[src/rtl/branch_resolve_unit.sv]
// EX-side branch resolver: tracks one prediction per fetched instruction, flags mispredicts, and updates the BTB.
// Optional BRU_PERF_CNT_EN adds the control-op and mispredict counters.
package rv32i_types;
    typedef enum logic [6:0] {
        op_lui   = 7'b0110111,
        op_auipc = 7'b0010111,
        op_jal   = 7'b1101111,
        op_jalr  = 7'b1100111,
        op_br    = 7'b1100011,
        op_load  = 7'b0000011,
        op_store = 7'b0100011,
        op_imm   = 7'b0010011,
        op_reg   = 7'b0110011,
        op_csr   = 7'b1110011
    } rv32i_opcode;
endpackage

module branch_resolve_unit
    import rv32i_types::*;
#(
    parameter int DEPTH = 4,
    parameter int PTR_W = $clog2(DEPTH)
) (
    input  logic        clk,
    input  logic        rst,
    input  logic        if_valid,
    input  logic [31:0] if_pc,
    input  logic        if_pred_hit,
    input  logic [31:0] if_pred_target,
    output logic        if_ready,
    input  logic        ex_valid,
    input  rv32i_opcode opcode_EX,
    input  logic [31:0] pc_from_EX,
    input  logic        br_en,
    input  logic [31:0] branch_pc,
    output logic        redirect,
    output logic [31:0] redirect_pc,
    output logic        btb_we,
    output logic [31:0] btb_pc,
    output logic [31:0] btb_target,
    output logic        sync_err
`ifdef BRU_PERF_CNT_EN
    ,
    output logic [31:0] perf_ctrl_cnt,
    output logic [31:0] perf_mispred_cnt
`endif
);
    localparam int CW = PTR_W + 1;

    logic [31:0]      pc_mem   [DEPTH];
    logic [31:0]      pred_mem [DEPTH];
    logic [PTR_W-1:0] rd_q, rd_d, wr_q, wr_d;
    logic [CW-1:0]    count_q, count_d;
    logic             redirect_q, btb_we_q, sync_err_q;
    logic [31:0]      redirect_pc_q, btb_pc_q, btb_target_q;

    logic        full, empty, push, pop, is_ctrl, taken, mispredict, sync_err_d;
    logic [31:0] act_next, push_pred;

    always_comb begin
        full       = (count_q == CW'(DEPTH));
        empty      = (count_q == '0);
        pop        = ex_valid && !empty;
        // A full FIFO still accepts a fetch when the head retires in the same cycle.
        push       = if_valid && (!full || pop);
        push_pred  = if_pred_hit ? if_pred_target : (if_pc + 32'd4);
        is_ctrl    = (opcode_EX == op_jal) || (opcode_EX == op_jalr) || (opcode_EX == op_br);
        taken      = (opcode_EX == op_jal) || (opcode_EX == op_jalr) || ((opcode_EX == op_br) && br_en);
        act_next   = taken ? branch_pc : (pc_from_EX + 32'd4);
        mispredict = pop && (act_next != pred_mem[rd_q]);
        sync_err_d = sync_err_q || (ex_valid && empty) || (pop && (pc_mem[rd_q] != pc_from_EX));

        rd_d    = rd_q;
        wr_d    = wr_q;
        count_d = count_q;
        if (mispredict) begin
            rd_d    = '0;
            wr_d    = '0;
            count_d = '0;
        end else begin
            if (push) wr_d = wr_q + PTR_W'(1);
            if (pop)  rd_d = rd_q + PTR_W'(1);
            case ({push, pop})
                2'b10:   count_d = count_q + CW'(1);
                2'b01:   count_d = count_q - CW'(1);
                default: count_d = count_q;
            endcase
        end
    end

    // Payload storage carries no reset; occupancy is tracked by the pointers.
    always_ff @(posedge clk) begin
        if (push && !mispredict) begin
            pc_mem[wr_q]   <= if_pc;
            pred_mem[wr_q] <= push_pred;
        end
    end

    always_ff @(posedge clk) begin
        if (rst) begin
            rd_q          <= '0;
            wr_q          <= '0;
            count_q       <= '0;
            redirect_q    <= 1'b0;
            redirect_pc_q <= '0;
            btb_we_q      <= 1'b0;
            btb_pc_q      <= '0;
            btb_target_q  <= '0;
            sync_err_q    <= 1'b0;
        end else begin
            rd_q       <= rd_d;
            wr_q       <= wr_d;
            count_q    <= count_d;
            redirect_q <= mispredict;
            btb_we_q   <= pop && taken;
            sync_err_q <= sync_err_d;
            if (mispredict) redirect_pc_q <= act_next;
            if (pop && taken) begin
                btb_pc_q     <= pc_from_EX;
                btb_target_q <= branch_pc;
            end
        end
    end

`ifdef BRU_PERF_CNT_EN
    logic [31:0] perf_ctrl_q, perf_mispred_q;
    always_ff @(posedge clk) begin
        if (rst) begin
            perf_ctrl_q    <= '0;
            perf_mispred_q <= '0;
        end else begin
            if (pop && is_ctrl) perf_ctrl_q    <= perf_ctrl_q + 32'd1;
            if (mispredict)     perf_mispred_q <= perf_mispred_q + 32'd1;
        end
    end
    assign perf_ctrl_cnt    = perf_ctrl_q;
    assign perf_mispred_cnt = perf_mispred_q;
`else
    logic unused_ctrl;
    assign unused_ctrl = is_ctrl;
`endif

    assign if_ready    = !full;
    assign redirect    = redirect_q;
    assign redirect_pc = redirect_pc_q;
    assign btb_we      = btb_we_q;
    assign btb_pc      = btb_pc_q;
    assign btb_target  = btb_target_q;
    assign sync_err    = sync_err_q;
endmodule
[config.mk]
export PLATFORM = sky130hd
export DESIGN_NAME = branch_resolve_unit
export DESIGN_NICKNAME = d
export VERILOG_FILES = /design/src/rtl/branch_resolve_unit.sv
export SDC_FILE = /design/constraint.sdc
export NUM_CORES = 1
export LEC_CHECK = 0
export BUFFER_PORTS_ARGS = -buffer_cell sky130_fd_sc_hd__buf_4
export CAP_MARGIN = 25
export CORE_MARGIN = 3
export CORE_UTILIZATION = 62
export DETAILED_ROUTE_END_ITERATION = 10
export GPL_TIMING_DRIVEN = 0
export PLACE_DENSITY = 0.93
export SYNTH_ARGS = -nofsm -noshare
export SYNTH_HDL_FRONTEND = slang
export SYNTH_SLANG_ARGS = --single-unit
[constraint.sdc]
create_clock -name clk -period 21.1 [get_ports clk]
set_input_delay 2.11 -clock clk [delete_from_list [all_inputs] [get_ports clk]]
set_output_delay 2.11 -clock clk [all_outputs]
set_load 0.005 [all_outputs]
### Yosys cells after proc, flatten, opt, wreduce, memory -nomap -nowiden

Memory sizes are Yosys's and may differ from the RTL's. A register that Yosys moved wholly into a read port is not among the register bits.
Index checks and enable logic that the tools add are counted.

* $add $sub $neg: 6
* equal/unequal tests: 8
* muxes and demuxes: 9
* reductions and logical operators: 19

Operators by type and width (number)
* $add A32 B3 Y32 const B: 2
* $mux W32: 2
* $ne A32 B32 Y1: 2
* $eq A7 B7 Y1 const B: 3
* $logic_and A1 B1 Y1: 8
* $mux W2: 4
* $pmux W3 S2: 1
* $logic_or A1 B1 Y1: 5
* $add A2 B1 Y2 const B: 2
* $add A3 B1 Y3 const B: 1
* $eq A3 B3 Y1 const B: 1
* $logic_not A1 Y1: 3
* $logic_not A3 Y1: 1
* $sub A3 B1 Y3 const B: 1
* $eq A2 B1 Y1 const B: 1
* $eq A2 B2 Y1 const B: 1
* $mux W1: 2
* $reduce_bool A2 Y1: 1
* $reduce_or A2 Y1: 1

* register bits: 106
* bits in writable memories: 256
* bits of input ports: 141
* output and inout bits: 100
* memories: 2

Memories
* pc_mem: depth 4, bits a word 32, rd ports 1, clocked after memory_dff 1, wr ports 1, line 50 `logic [31:0] pc_mem [DEPTH];`
* pred_mem: depth 4, bits a word 32, rd ports 1, clocked after memory_dff 1, wr ports 1, line 51 `logic [31:0] pred_mem [DEPTH];`

### Depth between registers and ports, before layout

* depth after elaboration: 10
* mapped depth: 12
* mapped depth without buffers: 10

### Worst setup path after synthesis

OpenSTA, ideal clock, no wires.

* path kind: input -> register
* start: in pc_from_EX[7]
* end: mem pc_mem[0][0] (enable)
* library setup time: 0.578 ns
* arrival time: 9.637 ns
* required time: 20.522 ns
* path slack: 10.885 ns
* stages: 11
* cells stage by stage: buf_2 > nand3_1 > or4_1 > nor3_2 > xnor2_1 > a211oi_1 > or4_4 > nor4_4 > a21oi_4 > buf_2 > nor3b_1

* longest elaborated chain between the ends: 8

Ends and longest elaborated chain
* from (decl): line 33 `input logic [31:0] pc_from_EX,`
* $add A32 B3 Y32: line 69 `act_next = taken ? branch_pc : (pc_from_EX + 32'd4);`
* $mux W32: line 69
* $ne A32 B32 Y1: line 70 `mispredict = pop && (act_next != pred_mem[rd_q]);`
* $logic_and A1 B1 Y1: line 70
* $logic_not A1 Y1: line 93 `if (push && !mispredict) begin`
* $logic_and A1 B1 Y1: line 93
* $mux W1: line 93
* $mux W1 (not written as such): line 94 `pc_mem[wr_q] <= if_pc;`
* to (decl): line 50

No other way between the ends.

### Worst setup path after layout

* start: in br_en
* end: mem pc_mem[1][28] (enable)

* longest elaborated chain between the ends: 9

Ends and longest elaborated chain
* from (decl): line 34 `input logic br_en,`
* $logic_and A1 B1 Y1: line 68 `taken = (opcode_EX == op_jal) || (opcode_EX == op_jalr) || ((opcode_EX == op_br) && br_en);`
* $logic_or A1 B1 Y1: line 68
* $mux W32: line 69
* $ne A32 B32 Y1: line 70
* $logic_and A1 B1 Y1: line 70
* $logic_not A1 Y1: line 93
* $logic_and A1 B1 Y1: line 93
* $mux W1: line 93
* $mux W1 (not written as such): line 94

No other way between the ends.

==> results.yml <==
layout:
  final_core_util: 0.768
  syn_to_final_growth_pct: 21.3
  multi_input_area_mm2: 0.00626
  stdcell_count: 1953
  fill_cells: 1516
  regArea_mm2: 0.00985
  drive_gt1_frac: 0.269
  nNetsFinal: 1735
grt:
  grt.overflow.total: 0
  antenna_found_initial: 3
  grt_usage: 0.358
  grt_pass1_vias: 12500
  grt_max_degree: 15
  grt_pass1_wl_um: 76400
synth:
  synth_flop_cell: "edfxtp_1"
  synth_top_cell_area_share: 0.465
  ys_ff_latch: 364
  syn_nets: 1449
  synthesis.area_mm2: 0.0165
  ys.warnings.count: 0
  yosysSeqAreaShare: 0.595
  synth-edff-count: 256
  synthTopCellsByArea: "edfxtp_1, dfxtp_1, mux4_2"
  post-synth-top-count-cell: "edfxtp_1"
  synthTopCellsByCount: "edfxtp_1, nand2_1, dfxtp_1, a21oi_1, xnor2_1"
  async_flop_share: 0
  synthDistinctLibCells: 71
  yosys.area.top_type: "edfxtp_1"
  avgSynthCellArea_um2: 12.7
  syn_inst: 1301
timing:
  slew_headroom: 0.305
  worstMarginPinSlew_ps: 1040
  fin_ws_ps: 13690
  fin_skew_ps: 21.8
  hold_slack_ps: 455
  finalCritPeriodShare: 0.351
  finalSetupTns_ps: 0
  hold_viol: 0
  rsz0062_at_grt: "no"
  setup_viol: 0
  finalCriticalPeriod_ps: 7410
  finalMaxSlewViolations: 0
  fmax_mhz: 135
route:
  drt_first_pass_iters: 7
  drt-total-wl_um: 52600
  routedWlPerCell_um: 26.9
  drc: 0
  vias_per_cell: 6.53
  drtAntennaViolNets: 0
  drt_iter0_drc: 1813
  vias: 12800
critical_path:
  crit_path_max_fanout: 11
  critPathLaunchType: "primary input"
  end_kind: "flop"
  r2r_slack_ps: 15140
  cp_cell_sequence: "buf_4 > nor2b_1 > clkbuf_1 > o211ai_1 > clkbuf_1 > mux2i_1 > xor2_1 > nand3_1 > nor4_4 > a21oi_4 > buf_2 > nor3b_2 > buf_6 > buf_8 > buf_6"
  endpoint: "pc_mem[1][28]$_DFFE_PP_"
  cp-startpoint: "br_en"
  critPathKind: "in2reg"
  slowest_delay_ps: 870
  cp_top_family: "simple AND/OR/NAND/NOR gates"
  path_buf_inv: 7
  cp.required_ps: 21340
  cpMaxStageDelayCell: "nor3b_2"
  worstSetupPathDepth: 15
  r2r-end: "pc_mem[1][28]$_DFFE_PP_"
  critical_path_arrival_ps: 7650
  reg2reg_depth: 13
clocking:
  clock_sinks: 364
  numCtsBuffers: 36
  cts_setup_buffers: 0
  cts_resized: 0
  cts_hold_buf: 0
  cts_tree: "built"
  cts.clk_slew.worst_paths_ps: 60
  h-tree-depth: 2
  clk_latency_ps: 540
  cts_root_buf: "clkbuf_16"
  clk_path_buf_depth: 3
floorplan:
  fp.coreArea_mm2: 0.0261
  start_util: 0.633
  die_h_um: 169
  die_w_um: 169
  die-area_mm2: 0.0287
  std_cell_rows: 59
  io-pin-count: 241
pwr:
  ir_worst_vdd_uv: 73.0
  power_density_mw_per_mm2: 82.2
  leakage_nw: 7.01
placement:
  post-place-ws_ps: 13290
  portBuffers: 220
  hpwl_um: 38200
  finalWeightedCongestion: 0.950
  dp_cells: 1881
worst_hold_path:
  min_path_type: "reg2reg"
status:
  outcome: "complete, no violations"
run:
  cap_violations: 0
cell type report:
cell class / instances / share of cell area
Inverter: 20 / 0.00374
Tap cell: 335 / 0.0209
Clock buffer: 49 / 0.0501
Buffer: 88 / 0.0188
Clock inverter: 16 / 0.00418
Sequential cell: 364 / 0.491
Antenna cell: 4 / 0.000499
Multi-Input combinational cell: 829 / 0.312
Timing Repair Buffer: 248 / 0.0987
report_power, final:
group	leakage, nW	total, mW	internal (mW)	switching, mW
Sequential	3.22	0.826	0.811	0.0149
Combinational	3.25	0.218	0.0910	0.127
Clock	0.541	0.604	0.336	0.268
Total	7.01	1.65	1.24	0.411
worst register-to-register path: stages (launching register included):
cell	delay [ps]
dfxtp_1	340
buf_2	300
buf_1	620
clkbuf_1	600
mux4_2	500
xor2_1	330
nand3_1	200
nor4_4	720
a21oi_4	250
buf_2	280
nor3b_2	880
buf_6	290
buf_8	180
buf_6	180
metrics by stage:
step / power, mW / cell area, um2
2_1_floorplan: 0.951 / 16500
3_3_place_gp: 1.04 / 18600
3_5_place_dp: 1.05 / 18900
4_1_cts: 1.64 / 20000
5_1_grt: 1.69 / 20100
6_report: 1.65 / 20100
routing by layer:
| layer | part of all wire | global-route usage | vias to the layer above | wire, um |
|---|---|---|---|---|
| li1 | - | - | 5421 | - |
| met1 | 0.35 | 0.443 | 6173 | 18400 |
| met2 | 0.48 | 0.598 | 964 | 25500 |
| met3 | 0.11 | 0.0850 | 201 | 5950 |
| met4 | 0.053 | 0.174 | 0 | 2790 |
| met5 | 0 | 0 | - | 0 |
sequential cells by signal (all words and copies together), names as in the netlist, 2 cells and up, named ones only:
name,count
pred_mem,128
count_q,3
btb_target,32
redirect_pc,32
pc_mem,128
btb_pc,32
rd_q,2
wr_q,2
layout by cell type (no fill, tap or decap), types with 15 or more instances in the layout:
cell type	count
clkbuf_1	60
clkbuf_16	38
mux2i_1	18
buf_2	26
xnor2_1	68
buf_6	23
nand4_1	33
o21ai_0	32
edfxtp_1	256
nand3_1	28
nor2_1	55
xor2_1	42
a21oi_1	80
buf_4	222
nand2_1	185
mux4_2	63
dfxtp_1	108
inv_1	21
nor2b_1	22
nor3_1	15
logic make-up (layout without fill, tap and decap cells):
| group | Yosys count | count (layout) | share of synthesized area |
|---|---|---|---|
| compound gates | 192 | 192 | 0.0743 |
| fa+ha+maj | 7 | 7 | 0.00575 |
| buf+inv | 108 | 421 | 0.0274 |
| mux | 106 | 106 | 0.116 |
| flops | 364 | 364 | 0.595 |
| other cells | 0 | 4 | 0 |
| simple gates | 413 | 413 | 0.122 |
| xor+xnor | 111 | 111 | 0.0597 |
worst min path at each step:
stage                                      startpoint                          end  slack (ps)  depth (start not counted)
after CTS                 btb_target[20]$_SDFFE_PP0P_  btb_target[20]$_SDFFE_PP0P_         450                          2
after detailed placement  btb_target[20]$_SDFFE_PP0P_  btb_target[20]$_SDFFE_PP0P_         450                          2
after global placement    btb_target[15]$_SDFFE_PP0P_  btb_target[15]$_SDFFE_PP0P_         440                          2
after floorplan           redirect_pc[1]$_SDFFE_PP0P_  redirect_pc[1]$_SDFFE_PP0P_         450                          2
after global routing      btb_target[24]$_SDFFE_PP0P_  btb_target[24]$_SDFFE_PP0P_         470                          2
final                     btb_target[20]$_SDFFE_PP0P_  btb_target[20]$_SDFFE_PP0P_         460                          2
Note: power is estimated with default switching activity, not from simulation.
